`config.mk`:
```
export PLATFORM = sky130hd
export DESIGN_NAME = keypad_scan_ctrl
export DESIGN_NICKNAME = d
export VERILOG_FILES = /design/src/rtl/keypad_scan_ctrl.sv
export SDC_FILE = /design/constraint.sdc
export NUM_CORES = 1
export LEC_CHECK = 0
export CAP_MARGIN = 0
export CORE_MARGIN = 4
export CORE_UTILIZATION = 54
export CTS_CLUSTER_DIAMETER = 80
export CTS_CLUSTER_SIZE = 14
export DETAILED_ROUTE_END_ITERATION = 8
export MAX_ROUTING_LAYER = met4
export PLACE_DENSITY = 0.88
export SLEW_MARGIN = 40
export SYNTH_ARGS = -nofsm -noshare
export SYNTH_HDL_FRONTEND = slang
export SYNTH_SLANG_ARGS = --single-unit
```
`constraint.sdc`:
```
create_clock -name CLK -period 3.1 [get_ports CLK]
set_input_delay 0.62 -clock CLK [delete_from_list [all_inputs] [get_ports CLK]]
set_output_delay 0.62 -clock CLK [all_outputs]
set_load 0.01 [all_outputs]
```
`src/rtl/keypad_scan_ctrl.sv`:
```
// ---------------------------------------------------------------------------
// keypad_scan_ctrl
//
// Scan controller for a 12-key keypad behind a 12:1 multiplexer. Keys 0-9
// are the digits, code 10 is star and code 11 is sharp. The controller steps
// the mux select through the keys, samples the mux output after a settle
// period, debounces every key independently and queues key events in a
// small FIFO read out through a valid/ready handshake.
//
// Optional feature macro: KEYPAD_SCAN_RELEASE_EVT_EN
//   defined   : release (1->0) transitions are queued as well, key_rel
//               carries the event type and FIFO entries are 5 bits wide.
//   undefined : only press events are queued, key_rel is tied to 0 and
//               FIFO entries are 4 bits wide.
//
// Parameters:
//   SETTLE_CYC  cycles the select is held before sampling (min 1)
//   DEB_CNT     consecutive disagreeing samples to flip a key (1..7)
//   FIFO_DEPTH  event queue depth, power of 2, min 2
//
// Ports:
//   CLK        in   system clock, rising edge
//   RST        in   asynchronous active-high reset
//   scan_en    in   1 = scan runs, 0 = park after the current key
//   B_sel      out  [3:0] mux select (0..11 only)
//   D_mux      in   selected key level (1 = pressed)
//   key_code   out  [3:0] code of the event at the FIFO head
//   key_rel    out  head event is a release
//   key_valid  out  FIFO non-empty
//   key_ready  in   consumer accepts the head event
//   ovf        out  sticky: an event was dropped on a full FIFO
//   ovf_clr    in   synchronous clear of ovf
//   key_state  out  [11:0] debounced level of every key
// ---------------------------------------------------------------------------
module keypad_scan_ctrl #(
    parameter int SETTLE_CYC = 4,
    parameter int DEB_CNT    = 3,
    parameter int FIFO_DEPTH = 4
) (
    input  logic        CLK,
    input  logic        RST,
    input  logic        scan_en,
    output logic [3:0]  B_sel,
    input  logic        D_mux,
    output logic [3:0]  key_code,
    output logic        key_rel,
    output logic        key_valid,
    input  logic        key_ready,
    output logic        ovf,
    input  logic        ovf_clr,
    output logic [11:0] key_state
);

    localparam int SW = (SETTLE_CYC > 1) ? $clog2(SETTLE_CYC) : 1;
    localparam logic [SW-1:0] SETTLE_LAST = SW'(SETTLE_CYC - 1);
    localparam logic [2:0] DEB_LAST = 3'(DEB_CNT - 1);
    localparam int PW = $clog2(FIFO_DEPTH);
    localparam int CW = PW + 1;
    localparam logic [CW-1:0] FIFO_FULL = CW'(FIFO_DEPTH);
`ifdef KEYPAD_SCAN_RELEASE_EVT_EN
    localparam int EW = 5;
`else
    localparam int EW = 4;
`endif

    typedef enum logic [1:0] {
        IDLE   = 2'd0,
        SETTLE = 2'd1,
        SAMPLE = 2'd2
    } state_t;

    state_t         state;
    state_t         state_next;
    logic [SW-1:0]  settle_cnt;
    logic [2:0]     deb_cnt [12];

    logic           sel_stable;
    logic [2:0]     sel_cnt;
    logic           flip;
    logic           push;
    logic [EW-1:0]  push_data;

    logic [EW-1:0]  fifo_mem [FIFO_DEPTH];
    logic [EW-1:0]  head;
    logic [PW-1:0]  wr_ptr;
    logic [PW-1:0]  rd_ptr;
    logic [CW-1:0]  count;
    logic           full;
    logic           pop;
    logic           accept;

    // Next-state logic. SAMPLE is always reached from SETTLE, so dropping
    // scan_en only takes effect once the current key has been sampled.
    always_comb begin
        state_next = state;
        case (state)
            IDLE:    if (scan_en) state_next = SETTLE;
            SETTLE:  if (settle_cnt == SETTLE_LAST) state_next = SAMPLE;
            SAMPLE:  state_next = scan_en ? SETTLE : IDLE;
            default: state_next = IDLE;
        endcase
    end

    always_ff @(posedge CLK or posedge RST) begin
        if (RST) begin
            state <= IDLE;
        end else begin
            state <= state_next;
        end
    end

    // The settle counter runs only inside SETTLE and is zero on every entry.
    // The select advances at the end of SAMPLE and holds everywhere else.
    always_ff @(posedge CLK or posedge RST) begin
        if (RST) begin
            settle_cnt <= '0;
            B_sel      <= 4'd0;
        end else begin
            if (state == SETTLE) begin
                settle_cnt <= settle_cnt + 1'b1;
            end else begin
                settle_cnt <= '0;
            end
            if (state == SAMPLE) begin
                B_sel <= (B_sel == 4'd11) ? 4'd0 : B_sel + 4'd1;
            end
        end
    end

    // Debounce state of the currently selected key and the flip decision.
    // A flip happens when this disagreeing sample is the DEB_CNT-th in a row.
    always_comb begin
        sel_stable = 1'b0;
        sel_cnt    = 3'd0;
        for (int n = 0; n < 12; n++) begin
            if (B_sel == 4'(n)) begin
                sel_stable = key_state[n];
                sel_cnt    = deb_cnt[n];
            end
        end
        flip = (state == SAMPLE) && (D_mux != sel_stable) && (sel_cnt == DEB_LAST);
`ifdef KEYPAD_SCAN_RELEASE_EVT_EN
        // A flip of a key that was stable-high is a release.
        push      = flip;
        push_data = {sel_stable, B_sel};
`else
        push      = flip && !sel_stable;
        push_data = B_sel;
`endif
    end

    // Per-key debounce counters and stable bits; only the selected key is
    // touched, and only during SAMPLE.
    always_ff @(posedge CLK or posedge RST) begin
        if (RST) begin
            key_state <= 12'd0;
            for (int n = 0; n < 12; n++) begin
                deb_cnt[n] <= 3'd0;
            end
        end else begin
            for (int n = 0; n < 12; n++) begin
                if ((state == SAMPLE) && (B_sel == 4'(n))) begin
                    if (D_mux == key_state[n]) begin
                        deb_cnt[n] <= 3'd0;
                    end else if (flip) begin
                        key_state[n] <= ~key_state[n];
                        deb_cnt[n]   <= 3'd0;
                    end else begin
                        deb_cnt[n] <= deb_cnt[n] + 3'd1;
                    end
                end
            end
        end
    end

    // A push into a full FIFO is still accepted when the head is popped in
    // the same cycle: the freed slot is the one being written.
    assign key_valid = (count != '0);
    assign full      = (count == FIFO_FULL);
    assign pop       = key_valid && key_ready;
    assign accept    = push && (!full || pop);

    always_ff @(posedge CLK or posedge RST) begin
        if (RST) begin
            wr_ptr <= '0;
            rd_ptr <= '0;
            count  <= '0;
            ovf    <= 1'b0;
            for (int i = 0; i < FIFO_DEPTH; i++) begin
                fifo_mem[i] <= '0;
            end
        end else begin
            if (accept) begin
                fifo_mem[wr_ptr] <= push_data;
                wr_ptr           <= wr_ptr + 1'b1;
            end
            if (pop) begin
                rd_ptr <= rd_ptr + 1'b1;
            end
            case ({accept, pop})
                2'b10:   count <= count + 1'b1;
                2'b01:   count <= count - 1'b1;
                default: count <= count;
            endcase
            // A new overflow takes priority over a clear in the same cycle.
            if (push && full && !pop) begin
                ovf <= 1'b1;
            end else if (ovf_clr) begin
                ovf <= 1'b0;
            end
        end
    end

    // Head outputs come straight from storage registers; the head slot is
    // never overwritten while it is waiting for key_ready.
    assign head     = fifo_mem[rd_ptr];
    assign key_code = head[3:0];
`ifdef KEYPAD_SCAN_RELEASE_EVT_EN
    assign key_rel  = head[4];
`else
    assign key_rel  = 1'b0;
`endif

endmodule

```
==> flow_summary.ini <==
[outcome]
run_status = complete, but fails checks
violations = negative setup slack

[clocking]
clock-root-buffer = sky130_fd_sc_hd__clkbuf_8
ctsLongestPathBuffers = 2
insertion_delay_ns = 0.37
cts_buffers = 9
numClockSinks = 80
cts_htree_levels = 3
clk_pin_slew_worst_paths_ns = 0.09
cts_tree = done
holdBufCountCts = 0

[critical_path]
worstPathCellList = inv_2 -> ha_4 -> buf_6 -> a21oi_1 -> o21ai_1 -> a221oi_2 -> o221a_1 -> a22oi_4 -> nor3b_4 -> inv_1 -> ha_2 -> inv_1 -> fa_2 -> xor2_1 -> nor2_1 -> xor2_1
regToRegStartpoint = B_sel[1]$_DFFE_PP0P_
max_stage_delay_ns = 0.45
worstRegToRegCells = 16
cp.required_ns = 3.35
critical_path_launch_point_type = flop
setup.worst_path.end_class = flop
setup_cp_type = flop to flop
critical-path-slowest-cell = sky130_fd_sc_hd__dfrtp_2
critPathArrivalTime_ns = 3.39
r2r_end = count[2]$_DFFE_PP0P_
crit_path_max_fanout = 11
ff2ff_setup_slack_ns = -0.03

[min_path]
hold_start = settle_cnt[0]$_DFF_PP0_
hold_class = flop to flop
holdPathStages = 1
worstHoldEndpoint = settle_cnt[0]$_DFF_PP0_

[die]
core_mm2 = 0.008299
design.die.area_mm2 = 0.01019
rows = 33
die_w_um = 100.9
boundaryPins = 29
initial_core_util_pct = 56.19
die_y_um = 100.9

[routing]
totalWireLength_mm = 11.85
drt.antenna.violating_nets = 0
dr.first_iter.drc_count = 540
route.detailed.vias_per_inst = 6.444
vias = 3944
routed_wire_length_per_instance_um = 19.37
drcViolationCount = 0
detailedRoute.firstPassIterationCount = 5

[sta]
postLayoutSetupSlackWorst_ns = -0.03221
maxSlewViolCount = 0
number_of_failing_hold_endpoints_at_the_final_stage = 0
final-setup-viol-count = 1
period_needed_ns = 3.132
rsz_0062_raised_after_global_routing = true
fmax_ghz = 0.3193
fin_hold_ws_ns = 0.4395
worst_slew_pin_slew_ns = 0.7295
clock-skew-final_ns = 0.01296
final_worst_path_cycle_share_pct = 101.0
slew-limit-headroom_pct = 51.29

[grt]
grt_pass1_wl_mm = 18.70
global_route.overflow_total = 0
grt_start_max_net_pins = 48
grt_usage_pct = 24.06
antenna_violations_before_repair = 0
grt_pass1_vias = 3782

[yosys]
synth_top_flop_cell = sky130_fd_sc_hd__dfrtp_1
yosys.area.top_type = sky130_fd_sc_hd__dfrtp_1
syn_nets = 486
yosys.area.top_type_share_pct = 42.93
yosys-top-cells-area = sky130_fd_sc_hd__dfrtp_1 (43%), sky130_fd_sc_hd__a22o_1 (6.8%), sky130_fd_sc_hd__ha_1 (5.9%)
async_reset_ff_share_pct = 100.0
synth.avg_cell_area_um2 = 10.20
mappedNetlistArea_mm2 = 0.004663
postSynthRegisterBits = 80
yosysWarningCount = 0
synth_enable_flop_cells = 0
netlist_instances = 457
ys_seq_area_share_pct = 42.93
synth.lib_cells_used.distinct = 60

[layout]
layout_commonest_cell = sky130_fd_sc_hd__dfrtp_1
final_nets = 531
syn2layout_area_growth_pct = 19.00
fin_util_pct = 66.86
drive_above_1_share_pct = 18.54
n_fill_cell = 540
final_instance_area_mm2 = 0.005549
insertedDiodeCount = 0
layout_common_cells = sky130_fd_sc_hd__dfrtp_1 (78), sky130_fd_sc_hd__a22o_1 (36), sky130_fd_sc_hd__nand2_1 (28), sky130_fd_sc_hd__buf_4 (28), sky130_fd_sc_hd__clkdlybuf4s50_1 (27)

[pwr]
max-vdd-ir-drop_mv = 0.3657
p_per_area_mw_per_mm2 = 725.7
power.static_leakage_uw = 0.002349

[placed_design]
dpl-instance-area_mm2 = 0.005109
detailedPlace.worstSlack_ns = -0.1919
dpl.hpwl_mm = 7.790
placement.io_buffers = 27
routability_driven_placement_congestion_ratio = 0.9722

[flow_run]
cap_viol_max_count = 0
==> worst max path at each step <==
stage,from,end,cells after the start
2_1_floorplan,B_sel[0]$_DFFE_PP0P_,count[2]$_DFFE_PP0P_,16
3_3_place_gp,B_sel[0]$_DFFE_PP0P_,count[2]$_DFFE_PP0P_,13
3_5_place_dp,B_sel[0]$_DFFE_PP0P_,count[2]$_DFFE_PP0P_,16
4_1_cts,B_sel[1]$_DFFE_PP0P_,count[2]$_DFFE_PP0P_,16
5_1_grt,B_sel[1]$_DFFE_PP0P_,count[2]$_DFFE_PP0P_,16
6_report,B_sel[1]$_DFFE_PP0P_,count[2]$_DFFE_PP0P_,16
==> area by class of cell <==
type / instances / area (µm²) / area share [%]
multi-input cells: 322 / 2517 / 45.37
flip-flops and latches: 80 / 2004 / 36.12
repair buffers: 60 / 539.3 / 9.718
clock buffers: 11 / 141.4 / 2.548
well taps: 105 / 131.4 / 2.368
inverters: 29 / 111.4 / 2.007
clock inverters: 5 / 103.9 / 1.871
==> layer usage <==
| metal | vias up | global-route usage, % | share of wire, % |
|---|---|---|---|
| met2 | 184 | 37.72 | 48 |
| met4 | 0 | 11.25 | 3.5 |
| met3 | 45 | 4.221 | 6.8 |
| met1 | 1958 | 30.42 | 41 |
| met5 | - | - | 0 |
| li1 | 1757 | - | - |
==> cells in the mapped netlist, drive strengths merged, types with 2 or more instances <==
cell and number:
dfrtp 80, a22o 36, nand2 31, inv 29
nor2 27, a21oi 24, ha 22, nor3 21
o21ai 19, buf 16, mux2 16, nor3b 15
xnor2 15, clkbuf 10, nand2b 9, nand3 8
o41ai 8, mux2i 5, nor2b 5, o31ai 5
mux4 4, nand3b 4, nand4 4, o22ai 4
a221oi 3, a31oi 3, nand4b 3, o211ai 3
xor2 3, and3 2, nor4b 2, o21a 2
o311ai 2, or2 2, or3 2
==> repair_timing <==
| action | CTS | global route |
|---|---|---|
| resized for setup | 17 | 18 |
| endpoints found under the setup margin | 2 | 2 |
| setup buffers | 2 | 4 |
| pin swaps | 7 | 12 |
| cloned | 1 | 0 |
==> stage by stage <==
stage                     total power [µW]  instances  setup TNS [ns]
after floorplan                       2311        457               0
after global placement                2654        589        -0.08108
after detailed placement              2744        589         -0.2698
after CTS                             3793        608               0
after global routing                  4199        612         -0.2232
final                                 4027        612        -0.03221
==> logic make-up after synthesis <==
group | count (synthesis) | share of synthesized area [%]
simple gates | 140 | 16.50
compound gates | 115 | 18.00
flops | 80 | 42.93
buf+inv | 55 | 5.903
mux | 25 | 6.869
fa+ha+maj | 23 | 6.332
xor+xnor | 18 | 3.381
other cells | 1 | 0.08042
==> registers in the layout (all words and copies together), names as in the netlist <==
signal,flops
fifo_mem,16
B_sel,4
ovf,1
deb_cnt,36
key_state,12
settle_cnt,2
state,2
count,3
wr_ptr,2
rd_ptr,2
==> where the power goes <==
part / switching (µW) / internal, µW / total (µW)
Clock: 397 / 558 / 955
Sequential: 193 / 1170 / 1370
Combinational: 974 / 731 / 1710
==> worst max-delay path, delay by kind of cell (launching register included) <==
kind,cells,cell delay [ns]
flops,1,0.45
xor+xnor,2,0.30
simple gates,2,0.37
fa+ha+maj,3,0.56
buf+inv,4,0.39
compound gates,5,0.95
Power figures use the tool's default switching activity.
